==> config.mk <==
export PLATFORM = sky130hd
export DESIGN_NAME = byte_stripping
export DESIGN_NICKNAME = d
export VERILOG_FILES = /design/src/rtl/byte_stripping.sv
export SDC_FILE = /design/constraint.sdc
export NUM_CORES = 1
export LEC_CHECK = 0
export CAP_MARGIN = 20
export CORE_UTILIZATION = 44
export CTS_CLUSTER_SIZE = 40
export DETAILED_ROUTE_END_ITERATION = 16
export GPL_TIMING_DRIVEN = 0
export PLACE_DENSITY = 0.84
export REMOVE_ABC_BUFFERS = 1
export SYNTH_ARGS = -nofsm -noshare
export SYNTH_HDL_FRONTEND = slang
export SYNTH_SLANG_ARGS = --single-unit
==> constraint.sdc <==
create_clock -name clk_2f -period 2 [get_ports clk_2f]
set_input_delay 0.6 -clock clk_2f [delete_from_list [all_inputs] [get_ports clk_2f]]
set_output_delay 0.6 -clock clk_2f [all_outputs]
set_load 0.01 [all_outputs]
==> src/rtl/byte_stripping.sv <==
// Two-lane byte stripper: alternates an incoming byte stream between lane 0 and
// lane 1, aligning every new burst to lane 0 and re-arming after an idle gap.
module byte_stripping #(
  parameter int DATA_WIDTH   = 8,
  parameter int IDLE_TIMEOUT = 4
) (
  input  logic                  clk_2f,
  input  logic                  reset,
  input  logic [DATA_WIDTH-1:0] data_in,
  input  logic                  valid_in,
  output logic [DATA_WIDTH-1:0] data_stripe_0,
  output logic [DATA_WIDTH-1:0] data_stripe_1,
  output logic                  valid_stripe_0,
  output logic                  valid_stripe_1,
  output logic                  active
);

  // A zero timeout disables the return to IDLE; the counter keeps a 1-bit floor.
  localparam int CW = (IDLE_TIMEOUT > 0) ? $clog2(IDLE_TIMEOUT + 1) : 1;
  localparam logic [CW-1:0] LAST_IDLE = (IDLE_TIMEOUT > 0) ? CW'(IDLE_TIMEOUT - 1) : '0;
  localparam logic          TIMEOUT_EN = (IDLE_TIMEOUT > 0);

  typedef enum logic {
    S_IDLE   = 1'b0,
    S_ACTIVE = 1'b1
  } state_t;

  state_t                r_state;
  state_t                w_state_nxt;
  logic                  r_phase;
  logic                  w_phase_nxt;
  logic [CW-1:0]         r_idle_cnt;
  logic [CW-1:0]         w_idle_cnt_nxt;
  logic [CW-1:0]         w_idle_inc;
  logic                  w_timeout;
  logic [DATA_WIDTH-1:0] w_d0_nxt;
  logic [DATA_WIDTH-1:0] w_d1_nxt;
  logic                  w_v0_nxt;
  logic                  w_v1_nxt;

  assign w_idle_inc = (r_idle_cnt == {CW{1'b1}}) ? r_idle_cnt : r_idle_cnt + 1'b1;
  assign w_timeout  = TIMEOUT_EN && !valid_in && (r_idle_cnt == LAST_IDLE);
  assign active     = (r_state == S_ACTIVE);

  always_comb begin
    w_state_nxt    = r_state;
    w_phase_nxt    = r_phase;
    w_idle_cnt_nxt = r_idle_cnt;
    w_d0_nxt       = data_stripe_0;
    w_d1_nxt       = data_stripe_1;
    w_v0_nxt       = valid_stripe_0;
    w_v1_nxt       = valid_stripe_1;
    case (r_state)
      S_IDLE: begin
        w_v0_nxt = 1'b0;
        w_v1_nxt = 1'b0;
        if (valid_in) begin
          w_d0_nxt       = data_in;
          w_v0_nxt       = 1'b1;
          w_phase_nxt    = 1'b1;
          w_idle_cnt_nxt = '0;
          w_state_nxt    = S_ACTIVE;
        end
      end
      S_ACTIVE: begin
        if (w_timeout) begin
          w_state_nxt    = S_IDLE;
          w_phase_nxt    = 1'b0;
          w_v0_nxt       = 1'b0;
          w_v1_nxt       = 1'b0;
          w_idle_cnt_nxt = '0;
        end else begin
          // Phase advances every slot so short gaps never shift lane alignment.
          w_phase_nxt = ~r_phase;
          if (valid_in) begin
            w_idle_cnt_nxt = '0;
            if (r_phase) begin
              w_d1_nxt = data_in;
              w_v1_nxt = 1'b1;
            end else begin
              w_d0_nxt = data_in;
              w_v0_nxt = 1'b1;
            end
          end else begin
            w_idle_cnt_nxt = w_idle_inc;
            if (r_phase) w_v1_nxt = 1'b0;
            else         w_v0_nxt = 1'b0;
          end
        end
      end
      default: w_state_nxt = S_IDLE;
    endcase
  end

  always_ff @(posedge clk_2f) begin
    if (reset) begin
      r_state        <= S_IDLE;
      r_phase        <= 1'b0;
      r_idle_cnt     <= '0;
      data_stripe_0  <= '0;
      data_stripe_1  <= '0;
      valid_stripe_0 <= 1'b0;
      valid_stripe_1 <= 1'b0;
    end else begin
      r_state        <= w_state_nxt;
      r_phase        <= w_phase_nxt;
      r_idle_cnt     <= w_idle_cnt_nxt;
      data_stripe_0  <= w_d0_nxt;
      data_stripe_1  <= w_d1_nxt;
      valid_stripe_0 <= w_v0_nxt;
      valid_stripe_1 <= w_v1_nxt;
    end
  end

endmodule

# Yosys cells after proc, flatten, opt, wreduce, memory -nomap -nowiden
# Index checks and enable logic that the tools add are counted.
dict set report totals {
  ff_bits 23
  output_inout_bits 19
  inputBits 11
}
dict set report classes {
  bitwise 3
  reduce_logical 5
  n_eq_ne 9
  muxes 26
  n_addsub 1
}
# cell n
set op_table {}
lappend op_table {{8-bit 2-to-1 mux} 4}
lappend op_table {{8-bit one-hot mux with 2 select lines} 1}
lappend op_table {{1-bit 2-to-1 mux} 12}
lappend op_table {{3-bit 2-to-1 mux} 4}
lappend op_table {{2-bit inequality test, second input constant} 4}
lappend op_table {{1-bit one-hot mux with 2 select lines} 4}
lappend op_table {{4-bit AND reduction} 2}
lappend op_table {{3-bit one-hot mux with 2 select lines} 1}
lappend op_table {{4-bit inequality test, second input constant} 1}
lappend op_table {{3-bit by 1-bit adder with 3-bit output, second input constant} 1}
lappend op_table {{3-bit by 2-bit == test with 1-bit output, second input constant} 1}
lappend op_table {{3-bit == test, second input constant} 1}
lappend op_table {{3-bit by 1-bit inequality test with 1-bit output, second input constant} 1}
lappend op_table {{3-bit by 2-bit inequality test with 1-bit output, second input constant} 1}
lappend op_table {{1-bit NOT} 3}
lappend op_table {{2-bit AND reduction} 1}
lappend op_table {{1-bit logical AND} 1}
lappend op_table {{1-bit logical NOT} 1}

# Depth between registers and ports, before layout
# Gate-level depths: netlist of the first run.
dict set report depth {
  ltp_word 5
  ltp_mapped 5
}

# Least setup slack after synthesis of the first run
# No wires, ideal clock.
dict set report synth_path {
  kind {register to register}
  from {reg r_idle_cnt[0]}
  to {reg r_idle_cnt[0]}
  t_arrival_ps 1406
  setup_ps 59
  period_less_slack_ps 1465
  slack_ps 535
  stages_incl_launch_ff 6
  cell_sequence {dfxtp_1 ha_1 ha_1 or3b_1 nor4_1 a31o_1}
}
dict set report synth_via {
  elab_chain_len 5
  word_cells_on_any_way 10
  cone_classes {add/sub (1); eq/ne (3); mux (4); reduce/logical (2)}
}
# item line
set synth_lines {}
lappend synth_lines {{from (decl)} 32} ;# logic [CW-1:0] r_idle_cnt;
lappend synth_lines {{from (signal assigned)} 107} ;# r_idle_cnt <= w_idle_cnt_nxt;
lappend synth_lines {{3-bit by 1-bit adder with 3-bit output} 41} ;# assign w_idle_inc = (r_idle_cnt == {CW{1'b1}}) ? r_idle_cnt : r_idle_cnt + 1'b1;
lappend synth_lines {{3-bit 2-to-1 mux} 41}
lappend synth_lines {{3-bit 2-to-1 mux} 75} ;# if (valid_in) begin
lappend synth_lines {{3-bit 2-to-1 mux} 66} ;# if (w_timeout) begin
lappend synth_lines {{3-bit one-hot mux with 2 select lines} 53} ;# case (r_state)
# Parallel ways exist; a longest one is shown, timed or not. The select of a mux whose other input is x is not followed.
# A chain may end at the register's enable or synchronous reset.

# Worst setup path in the final report of the first run
dict set report layout_path {
  from {reg r_state, in the netlist active}
  to {out active}
}
# item line
set layout_lines {}
lappend layout_lines {{from (decl)} 28} ;# state_t r_state;
lappend layout_lines {{from (signal assigned)} 105} ;# r_state <= w_state_nxt;
lappend layout_lines {{to (decl)} 15} ;# output logic active
# No word-level cell between the ends.

==> results of run 1 <==
cells by family (layout without fill, tap and decap cells):
kind of cell | after synthesis | in the layout | synth area share
simple gates | 49 | 49 | 0.231
compound gates | 25 | 25 | 0.174
flops | 23 | 23 | 0.507
buf+inv | 9 | 35 | 0.0468
fa+ha+maj | 3 | 3 | 0.0413
through the flow:
step / area (µm²) / setup slack, ns / setup TNS, ns
finish: 1230 / 0.0829 / 0
global route: 1230 / 0.0129 / 0
CTS: 1230 / 0.0639 / 0
detailed placement: 1200 / -0.223 / -0.574
global placement: 1200 / -0.178 / -0.381
floorplan: 873 / 0.535 / 0
metal layers:
metal,part of all wire,GRT usage
met1,0.44,0.206
met3,0.066,0.0377
met4,0.011,0.0857
met5,0,0
met2,0.48,0.348
layout by cell type, fill, tap and decap left out:
cell,count
or3b_1,1
nor3_1,1
a21oi_1,16
o2bb2ai_1,1
nor4_1,2
inv_1,2
dfxtp_2,1
o21bai_1,1
ha_1,3
dlymetal6s2s_1,1
clkdlybuf4s50_1,28
and3_1,1
nor4bb_1,1
a21bo_2,1
o31ai_1,1
dfxtp_1,22
a21boi_2,1
nor2b_1,1
o21ba_2,1
nor2_1,6
o21ai_0,1
nand2_1,34
and2_1,1
a31o_1,2
clkbuf_4,3
nand3_1,1
clkinvlp_4,1
timing repair:
action	in CTS	in global routing
gates resized for setup	1	1
cloned	0	0
endpoints found under the setup margin	1	1
worst paths after layout:
kind / endpoint / slack, ns
min reg2reg: data_stripe_0[7] / 0.46
max: active / 0.08
min: data_stripe_0[7] / 0.46
max reg2reg: r_idle_cnt[2] / 0.33
area by class of cell:
cell class,count,area [µm²]
Clock inverter,1,7.51
Clock buffer,3,22.5
Multi-Input combinational cell,77,405
Timing Repair Buffer,29,293
Sequential cell,23,462
Fill cell,176,711
Tap cell,27,33.8
Inverter,2,7.51
report_power, final:
part	switching, W	internal, W
registers	0.0000159	0.000479
clock network	0.000142	0.0000763
logic	0.0000552	0.0000659
total	0.000213	0.000621
sequential cells by signal, summed over array words and instances, names as in the netlist:
signal,count
data_stripe_0,8
data_stripe_1,8
r_idle_cnt,3
active,1
r_phase,1
valid_stripe_0,1
valid_stripe_1,1
==> results.sh, run 1 <==
export IMPL_hold_viol=0
export IMPL_maxSlewViolCount=0
export IMPL_crit_fanout=10
export IMPL_grtUsageTotal=0.189
export IMPL_dieArea_um2=2250
export IMPL_setup_worst_path_start="active"
export IMPL_vdd_drop_max_mv=0.510
export IMPL_routedWlPerCell_um=12.0
export IMPL_grt_first_pass_wirelength_mm=2.92
export IMPL_syn_area_per_cell_um2=8.33
export IMPL_area_growth_pct=35.5
export IMPL_globalplace_congestion=0.739
export IMPL_ys_seq_area_frac=0.507
export IMPL_maxCapViolCount=0
export IMPL_ant_nets=0
export IMPL_synth_area_um2=908
export IMPL_coreArea_um2=1940
export IMPL_holdWs_ns=0.459
export IMPL_root_buffer="clkbuf_4"
export IMPL_synth_area_leaders="dfxtp_1 (51%), nand2_1 (14%), a21oi_1 (8.8%), ha_1 (4.1%), nor2_1 (2.5%)"
export IMPL_end_kind="output port"
export IMPL_viasPerCell=5.09
export IMPL_numCtsBuffers=3
export IMPL_synth_top_cells_by_count="nand2_1 (34), dfxtp_1 (23), a21oi_1 (16)"
export IMPL_rr_startpoint="r_idle_cnt[0]"
export IMPL_tightest_slew_ns=0.796
export IMPL_first_pass_iters=4
export IMPL_dp_hpwl_mm=1.45
export IMPL_cts_tree="done"
export IMPL_grt_pass1_vias=727
export IMPL_h_tree_depth=1
export IMPL_slew_headroom=0.468
export IMPL_dominantRegCellSynth="dfxtp_1"
export IMPL_skew_ns=0.00390
export IMPL_setup_viol=0
export IMPL_row_count=16
export IMPL_critPathBufInv=1
export IMPL_grt_max_degree=24
export IMPL_worstPathArrival_ns=1.32
export IMPL_clk_transition_reported_paths_ns=0.13
export IMPL_yosys_area_top_type="dfxtp_1"
export IMPL_p_leak_nw=0.461
export IMPL_num_vias=824
export IMPL_start_kind="flop"
export IMPL_power_density_nw_per_um2=677
export IMPL_synth_seq_cells=23
export IMPL_min_from="data_stripe_0[7]"
export IMPL_cp_slowest_cell="clkdlybuf4s50_1"
export IMPL_hp_class="reg2reg"
export IMPL_drive_gt1_frac=0.0593
export IMPL_start_util=0.468
export IMPL_fmax_mhz=522
export IMPL_min_period_ns=1.92
export IMPL_yosysUniqueCellTypes=26
export IMPL_fp_dieW_um=47.4
export IMPL_syn_inst=109
export IMPL_n_antenna_cell=0
export IMPL_final_core_util=0.634
export IMPL_cts_sinks=23
export IMPL_synth_edf_count=0
export IMPL_drt_wl_total_mm=1.95
export IMPL_fin_nets=150
export IMPL_rsz0062_at_grt="false"
export IMPL_crit_path_max_incr_delay_ns=0.57
export IMPL_yosysWarnings=0
export IMPL_fin_cells=162
export IMPL_cts_buffer_depth=2
export IMPL_clock_latency_ns=0.31
export IMPL_period_share=0.959
export IMPL_min_path_cells=2
export IMPL_postCtsSetupBuffers=0
export IMPL_dp_cells=158
export IMPL_path_depth=1
export IMPL_synthArstFlopShare=0
export IMPL_grt_remaining_overflow=0
export IMPL_numPortBuffers=29
export IMPL_die_h_um=47.4
export IMPL_synth_top_area_frac=0.507
export IMPL_rr_worst_depth=5
export IMPL_cp_top_family="buffers and inverters"
export IMPL_dr_first_iter_drc_count=9
export IMPL_drc_errors=0
export IMPL_ctsHoldBuffers=0
export IMPL_outcome="complete, no violations"
export IMPL_io_pins=30
export IMPL_antenna_found_initial=0
export IMPL_path_class="reg2out"
export IMPL_cp_cell_sequence="clkdlybuf4s50_1"
export IMPL_finalPower_w=0.000834
export IMPL_crit_required_ns=1.40
export IMPL_synth_most_common_cell="nand2_1"
Note: power is estimated with default switching activity, not from simulation.
==> run 2, diff against run 1 <==
Settings changed: GPL_ROUTABILITY_DRIVEN from default to 1.
==> results of run 2 <==
The final DEF is identical to that of run 1; final timing and power are the same.
